File: src/rtl/rr_arb_n.sv
// rr_arb_n: N-input round-robin arbiter for one switch output port.
// A grant is held for a whole packet. It ends when the owner drops req,
// when the owner asserts last, or when an optional hold limit expires
// while other inputs are waiting. The pointer always moves past the
// previous owner, so the owner has lowest priority at the next search.
module rr_arb_n #(
    parameter int N       = 4,
    parameter int IDW     = $clog2(N),
    parameter int MAXHOLD = 0
) (
    input  logic           clk,
    input  logic           rst,
    input  logic [N-1:0]   req,
    input  logic [N-1:0]   last,
    output logic [N-1:0]   ack,
    output logic           ack_valid,
    output logic [IDW-1:0] ack_id,
    output logic           busy
);

    localparam int HW = (MAXHOLD > 1) ? $clog2(MAXHOLD) : 1;
    localparam logic [HW-1:0] HOLD_TOP = HW'((MAXHOLD > 0) ? MAXHOLD - 1 : 0);

    typedef enum logic {IDLE, GRANT} state_t;

    state_t         state_q, state_d;
    logic [N-1:0]   ack_q, ack_d;
    logic [IDW-1:0] id_q, id_d;
    logic [IDW-1:0] ptr_q, ptr_d;
    logic [HW-1:0]  hold_q, hold_d;
    logic           valid_q, valid_d;

    logic [IDW-1:0] after_owner;
    logic [IDW-1:0] start;
    logic           win_found;
    logic [IDW-1:0] win_id;
    logic           others;
    logic           hold_hit;
    logic           release_now;

    // Index just past the current owner, wrapping at N (N need not be 2^k).
    assign after_owner = (id_q == IDW'(N - 1)) ? '0 : id_q + IDW'(1);
    assign start       = (state_q == GRANT) ? after_owner : ptr_q;

    // First requester in rotating order start, start+1, ..., start+N-1.
    always_comb begin
        int idx;
        win_found = 1'b0;
        win_id    = '0;
        idx       = 0;
        for (int k = 0; k < N; k++) begin
            idx = int'(start) + k;
            if (idx >= N) idx = idx - N;
            if (!win_found && req[idx[IDW-1:0]]) begin
                win_found = 1'b1;
                win_id    = idx[IDW-1:0];
            end
        end
    end

    // Release: owner drops req, tail beat, or hold limit with others waiting.
    assign others      = |(req & ~ack_q);
    assign hold_hit    = (MAXHOLD > 0) && (hold_q == HOLD_TOP) && others;
    assign release_now = !req[id_q] || last[id_q] || hold_hit;

    // Next-state and next-output selection.
    always_comb begin
        state_d = state_q;
        ack_d   = ack_q;
        id_d    = id_q;
        ptr_d   = ptr_q;
        hold_d  = hold_q;
        valid_d = valid_q;
        case (state_q)
            IDLE: begin
                if (win_found) begin
                    state_d = GRANT;
                    ack_d   = N'(1) << win_id;
                    id_d    = win_id;
                    valid_d = 1'b1;
                    hold_d  = '0;
                end
            end
            GRANT: begin
                if (release_now) begin
                    ptr_d  = after_owner;
                    hold_d = '0;
                    if (win_found) begin
                        ack_d   = N'(1) << win_id;
                        id_d    = win_id;
                        valid_d = 1'b1;
                    end else begin
                        state_d = IDLE;
                        ack_d   = '0;
                        id_d    = '0;
                        valid_d = 1'b0;
                    end
                end else if ((MAXHOLD > 0) && (hold_q != HOLD_TOP)) begin
                    hold_d = hold_q + HW'(1);
                end
            end
            default: begin
                state_d = IDLE;
                ack_d   = '0;
                id_d    = '0;
                valid_d = 1'b0;
            end
        endcase
    end

    // State and registered outputs; synchronous active-low reset.
    always_ff @(posedge clk) begin
        if (!rst) begin
            state_q <= IDLE;
            ack_q   <= '0;
            id_q    <= '0;
            ptr_q   <= '0;
            hold_q  <= '0;
            valid_q <= 1'b0;
        end else begin
            state_q <= state_d;
            ack_q   <= ack_d;
            id_q    <= id_d;
            ptr_q   <= ptr_d;
            hold_q  <= hold_d;
            valid_q <= valid_d;
        end
    end

    assign ack       = ack_q;
    assign ack_id    = id_q;
    assign ack_valid = valid_q;
    assign busy      = valid_q;

endmodule

File: config.mk
export PLATFORM = sky130hd
export DESIGN_NAME = rr_arb_n
export DESIGN_NICKNAME = d
export VERILOG_FILES = /design/src/rtl/rr_arb_n.sv
export SDC_FILE = /design/constraint.sdc
export NUM_CORES = 1
export LEC_CHECK = 0
export CAP_MARGIN = 20
export CORE_MARGIN = 2
export CORE_UTILIZATION = 44
export DETAILED_ROUTE_END_ITERATION = 8
export GPL_ROUTABILITY_DRIVEN = 1
export GPL_TIMING_DRIVEN = 0
export PLACE_DENSITY = 0.81
export SYNTH_ARGS = -nofsm -noshare
export SYNTH_HDL_FRONTEND = slang
export SYNTH_SLANG_ARGS = --single-unit
File: constraint.sdc
create_clock -name clk -period 2.2 [get_ports clk]
set_clock_uncertainty 0.2 [all_clocks]
set_input_delay 0.44 -clock clk [delete_from_list [all_inputs] [get_ports clk]]
set_output_delay 0.44 -clock clk [all_outputs]
set_load 0.005 [all_outputs]
* Word level (Yosys, flattened, before mapping)
Index checks and enable logic that the tools add are counted.
** Word-level totals
- Bits in registers :: 10
- Bits in latches :: 0
- Memory bits (writable) :: 0
- Memory bits (read-only) :: 0
- Logic and storage cells :: 77
- Memories :: 0
** Cells by class
- $add $sub $neg :: 8
- Multiply operators :: 0
- Divide/modulo/power cells :: 0
- Magnitude comparators :: 9
- Equal/unequal tests :: 3
- Shift operators :: 1
- Muxes and demuxes :: 40
- Bitwise operators :: 1
- Reduce and logical (&&, ||, !) cells :: 10
** Operator list (count)
- $mux 2 :: 13
- $lt 2x3->1 const B :: 5
- $mux 1 :: 14
- $bmux 1 s2 :: 6
- $mux 4 :: 3
- $ge 3x3->1 const B :: 3
- $pmux 4 s2 :: 1
- $sub 2x1->2 const B :: 4
- $add 2x2->3 const B :: 2
- $logic_not 1->1 :: 4
- $pmux 1 s2 :: 2
- $pmux 2 s2 :: 1
- $reduce_and 2->1 :: 2
- $shl 1x2->4 const A :: 1
- $add 2x1->3 const B :: 1
- $ge 2x3->1 const B :: 1
- $logic_and 1x1->1 :: 3
- $add 2x1->2 const B :: 1
- $eq 2x2->1 const B :: 1
- $ne 2x1->1 const B :: 1
- $ne 2x2->1 const B :: 1
- $logic_or 1x1->1 :: 1
- $not 1->1 :: 1

* Longest topological paths before layout
- Depth in word-level cells :: 21
- Depth in mapped cells :: 6
- Gate-level depth less buffers :: 6

* Worst setup path after synthesis
Ideal clock, no wire load.
- Path type :: reg-to-reg
- Start point :: register id_q[0] (netlist: ack_id[0])
- End point :: register ack_q[1] (netlist: ack[1])
- Data arrival time :: 1.588 ns
- Required time :: 1.883 ns
- Setup slack :: 0.295 ns
- Stages on the path, launching flop included :: 7
- Cell sequence :: dfxtp_1 > ha_1 > or3b_1 > nand4_1 > o211ai_1 > or2_1 > a22o_1
** Between the ends
- Cells in the longest elaborated chain, start to end :: 21
- Elaborated cells on any way between the ends :: 55
- Classes of those cells :: add/sub (8); order compare (4); eq/ne (3); shift (1); mux (30); reduce/logical (9)
** Ends and longest elaborated chain
- from (decl) :: line 28 : logic [IDW-1:0] id_q, id_d;
- from (signal assigned) :: line 123 : id_q <= id_d;
- branches (longest 21 deep; another with $add 2x1->3)
- to (signal assigned) :: line 122 : ack_q <= ack_d;
- to (decl) :: line 27 : logic [N-1:0] ack_q, ack_d;
Parallel ways; which one is timed is not known. The select of a mux whose other input is x is not followed.
A chain may end at the register's enable or synchronous reset.

* Worst setup path in the final report
- Start point :: input req[0]
- End point :: register ack_q[3] (netlist: ack[3])
** Between the ends
- Cells in the longest elaborated chain, start to end :: 16
- Elaborated cells on any way between the ends :: 34
- Classes of those cells :: eq/ne (2); shift (1); mux (22); reduce/logical (9)
** Ends and longest elaborated chain
- from (decl) :: line 13 : input logic [N-1:0] req,
- $bmux 1 s2 :: line 54 : if (!win_found && req[idx[IDW-1:0]]) begin
- $mux 1 (not written as such) :: line 54
- $mux 1 :: line 54
- $logic_not 1->1 :: line 54
- $logic_and 1x1->1 :: line 54
- $mux 1 :: line 54
- $logic_not 1->1 :: line 54
- $logic_and 1x1->1 :: line 54
- $mux 1 :: line 54
- $logic_not 1->1 :: line 54
- $logic_and 1x1->1 :: line 54
- $mux 2 :: line 54
- $shl 1x2->4 :: line 78, 89
- $mux 4 :: line 88 : if (win_found) begin
- $mux 4 :: line 85 : if (release_now) begin
- $pmux 4 s2 :: line 74 : case (state_q)
Parallel ways exist; a longest one is shown, timed or not. The select of a mux whose other input is x is not followed.

==> impl_metrics.py <==
metrics = {
    "timing": {
        "tightest_slew_ns": 0.433,
        "setup_viol": 0,
        "period_minus_slack_ns": 2.13,
        "finalHoldViolCount": 0,
        "fmax_mhz": 470,
        "finalCritPeriodShare_pct": 96.6,
        "max_slew_margin_pct": 71.0,
        "drv_slew": 0,
        "rsz0062_at_grt": "false",
    },
    "clock_tree": {
        "cts_root_buffer": "clkbuf_4",
        "path_clk_slew_ns": 0.06,
        "worstSkewPairLatency_ns": 0.26,
        "cts_tree": "yes",
        "cts_made_buffers": 3,
        "clock_path_buffers": 2,
        "cts_sinks": 10,
        "cts_max_level": 1,
    },
    "power": {
        "irDropWorstVdd_uv": 462,
        "leakagePower_nw": 0.385,
        "powerDensity_mw_per_mm2": 590,
    },
    "global_route": {
        "grt_usage_pct": 19.2,
        "overflow": 0,
        "grt_pass1_vias": 505,
        "grt_pass1_wl_um": 2040,
        "antenna_found_initial": 0,
        "grt_max_degree": 10,
    },
    "yosys": {
        "syn_nets": 74,
        "ys_types": 33,
        "synth.area.top_cells": "dfxtp_1 (33%), a21boi_1 (5.0%), o41ai_4 (4.6%)",
        "synth_edf_count": 0,
        "avgSynthCellArea_um2": 9.57,
        "synth.most_common_cell": "dfxtp_1",
        "async_flop_share_pct": 0,
        "ys_seq_area_share_pct": 33.2,
        "syn_inst": 63,
        "yosysWarningCount": 0,
        "post-synth-top-area-cell": "dfxtp_1",
        "synth-seq-cells": 10,
        "synthFlopType": "dfxtp_1",
        "synth_area_um2": 603,
        "synth_top_area_share_pct": 33.2,
        "synth_common_cells": "dfxtp_1 (10), nand2_1 (7), a21boi_1 (4), nand3_1 (3), nor2_1 (3)",
    },
    "place": {
        "postPlaceCellArea_um2": 792,
        "gp_congestion": 0.775,
        "detailed_place_hpwl_um": 1060,
        "io_buffers": 17,
        "place_inst": 95,
    },
    "setup_path": {
        "crit_path_max_fanout": 4,
        "crit_type": "in2reg",
        "cp-start-kind": "input port",
        "cp_cell_sequence": "clkdlybuf4s50_1, or4_1, and2_1, nand2_1, nor2_1, a22o_1",
        "end_kind": "register",
        "cp_slowest_cell": "or4_1",
        "crit_family": "simple AND/OR/NAND/NOR gates",
        "critPathArrivalTime_ns": 2.07,
        "max_stage_delay_ns": 0.59,
        "required_ns": 2.15,
        "path_buf_inv": 1,
    },
    "drt": {
        "drtIter0Drc": 5,
        "routed_wl_um": 1450,
        "wl_per_cell_um": 14.5,
        "viasPerCell": 5.70,
        "drtAntennaViolNets": 0,
        "vias": 570,
        "remaining_drc_errors": 0,
        "dr.pass1.iters": 4,
    },
    "final_layout": {
        "final_cell_area_um2": 857,
        "fillers": 112,
        "antenna_cells": 0,
        "area_delta_synth_final_pct": 42.1,
        "drive_above_1_share_pct": 23.5,
        "finalNonFillerCells": 100,
        "nets": 98,
    },
    "floorplanning": {
        "die_area_mm2": 0.00168,
        "fp.coreArea_mm2": 0.00128,
        "dieWidth_um": 41.0,
        "ioPinCount": 18,
        "die_h_um": 41.0,
        "start_util_pct": 46.9,
        "rows": 13,
    },
    "run_status": {
        "outcome": "complete, no violations",
    },
    "job": {
        "cap_violations": 0,
    },
    "worst_hold_path": {
        "hold_class": "reg2reg",
    },
}
[cell type report]
| class | instances | area (um2) | share of cell area [%] |
|---|---|---|---|
| clock buffer | 3 | 22.5 | 2.63 |
| timing repair buffer | 19 | 196 | 22.9 |
| tap | 15 | 18.8 | 2.19 |
| buffer | 2 | 18.8 | 2.19 |
| multi-input combinational | 51 | 398 | 46.4 |
| sequential | 10 | 203 | 23.6 |
[cells in the final DEF (no fill, tap or decap), types with 2 or more instances in the layout]
cell type / synthesis / routed
nor2_1: 3 / 3
clkbuf_4: 0 / 3
dlymetal6s2s_1: 0 / 5
and2_1: 2 / 2
nand3_1: 3 / 3
buf_4: 1 / 3
nand4_1: 2 / 2
and4bb_2: 0 / 2
clkdlybuf4s50_1: 0 / 11
a22o_1: 2 / 2
nor2b_1: 2 / 2
dfxtp_1: 10 / 8
or3_1: 2 / 2
nand2_2: 1 / 2
a21boi_1: 4 / 4
dfxtp_2: 0 / 2
o2bb2ai_1: 2 / 2
nand2_1: 7 / 6
[final timing paths]
kind / endpoint / slack, ns / startpoint / cells past startpoint
max: ack[3]$_SDFFE_PN0P_ / 0.07 / req[0] / 6
min reg2reg: ptr_q[0]$_SDFFE_PN0P_ / 0.27 / ptr_q[0]$_SDFFE_PN0P_ / 2
min: ptr_q[0]$_SDFFE_PN0P_ / 0.27 / ptr_q[0]$_SDFFE_PN0P_ / 2
max reg2reg: ack_id[1]$_SDFFE_PN0P_ / 0.14 / ack_id[0]$_SDFFE_PN0P_ / 5
[routing by layer]
layer | GRT usage, % | vias to the layer above | wire length, um
li1 | - | 287 | -
met1 | 19.2 | 262 | 618
met2 | 34.8 | 17 | 720
met3 | 3.26 | 4 | 92
met4 | 14.2 | 0 | 21
met5 | 0 | - | 0
[registers in the layout, indices dropped and copies added (netlist names)]
signal     flops
state_q        1
ack_valid      1
ack            4
ack_id         2
ptr_q          2
[where the power goes]
group	switching, mW	leakage (nW)	internal, mW
Combinational	0.0721	0.288	0.0930
Sequential	0.0179	0.0833	0.202
Clock	0.0579	0.0138	0.0630
[worst register-to-register path: cells and delay by family (launching register included)]
kind / cells / cell delay, ns
AOI/OAI and AO/OA: 2 / 0.60
DFF: 1 / 0.41
and+or+nand+nor: 3 / 0.77
[per-stage QoR]
stage                     hold slack [ns]  setup TNS [ns]  total power [mW]  setup slack, ns  utilization, %
final                               0.270               0             0.505           0.0739            66.7
after global routing                0.296               0             0.533          0.00308            66.7
after CTS                           0.272          -0.143             0.504          -0.0664            64.4
after detailed placement            0.249           -2.22             0.376           -0.336            61.6
after global placement              0.249           -1.97             0.372           -0.302            61.6
after floorplan                     0.243               0             0.307            0.295               -
[timing repair]
action                                  4_1_cts  5_1_grt
endpoints found under the hold margin         0        0
hold buffers                                  0        0
resized for setup                             3       11
setup buffers                                 1        1
endpoints found under the setup margin        5        7
pin swaps                                     2        6
[cell families (layout without fill, tap and decap cells)]
logic type | Yosys count | after routing | share of synthesized area, %
buffers and inverters | 2 | 24 | 3.11
DFF | 10 | 10 | 33.2
adders and majority gates | 1 | 1 | 2.07
AOI/OAI and AO/OA | 14 | 14 | 21.4
and+or+nand+nor | 33 | 33 | 35.1
muxes | 3 | 3 | 5.19
(Power assumes the default switching activity.)
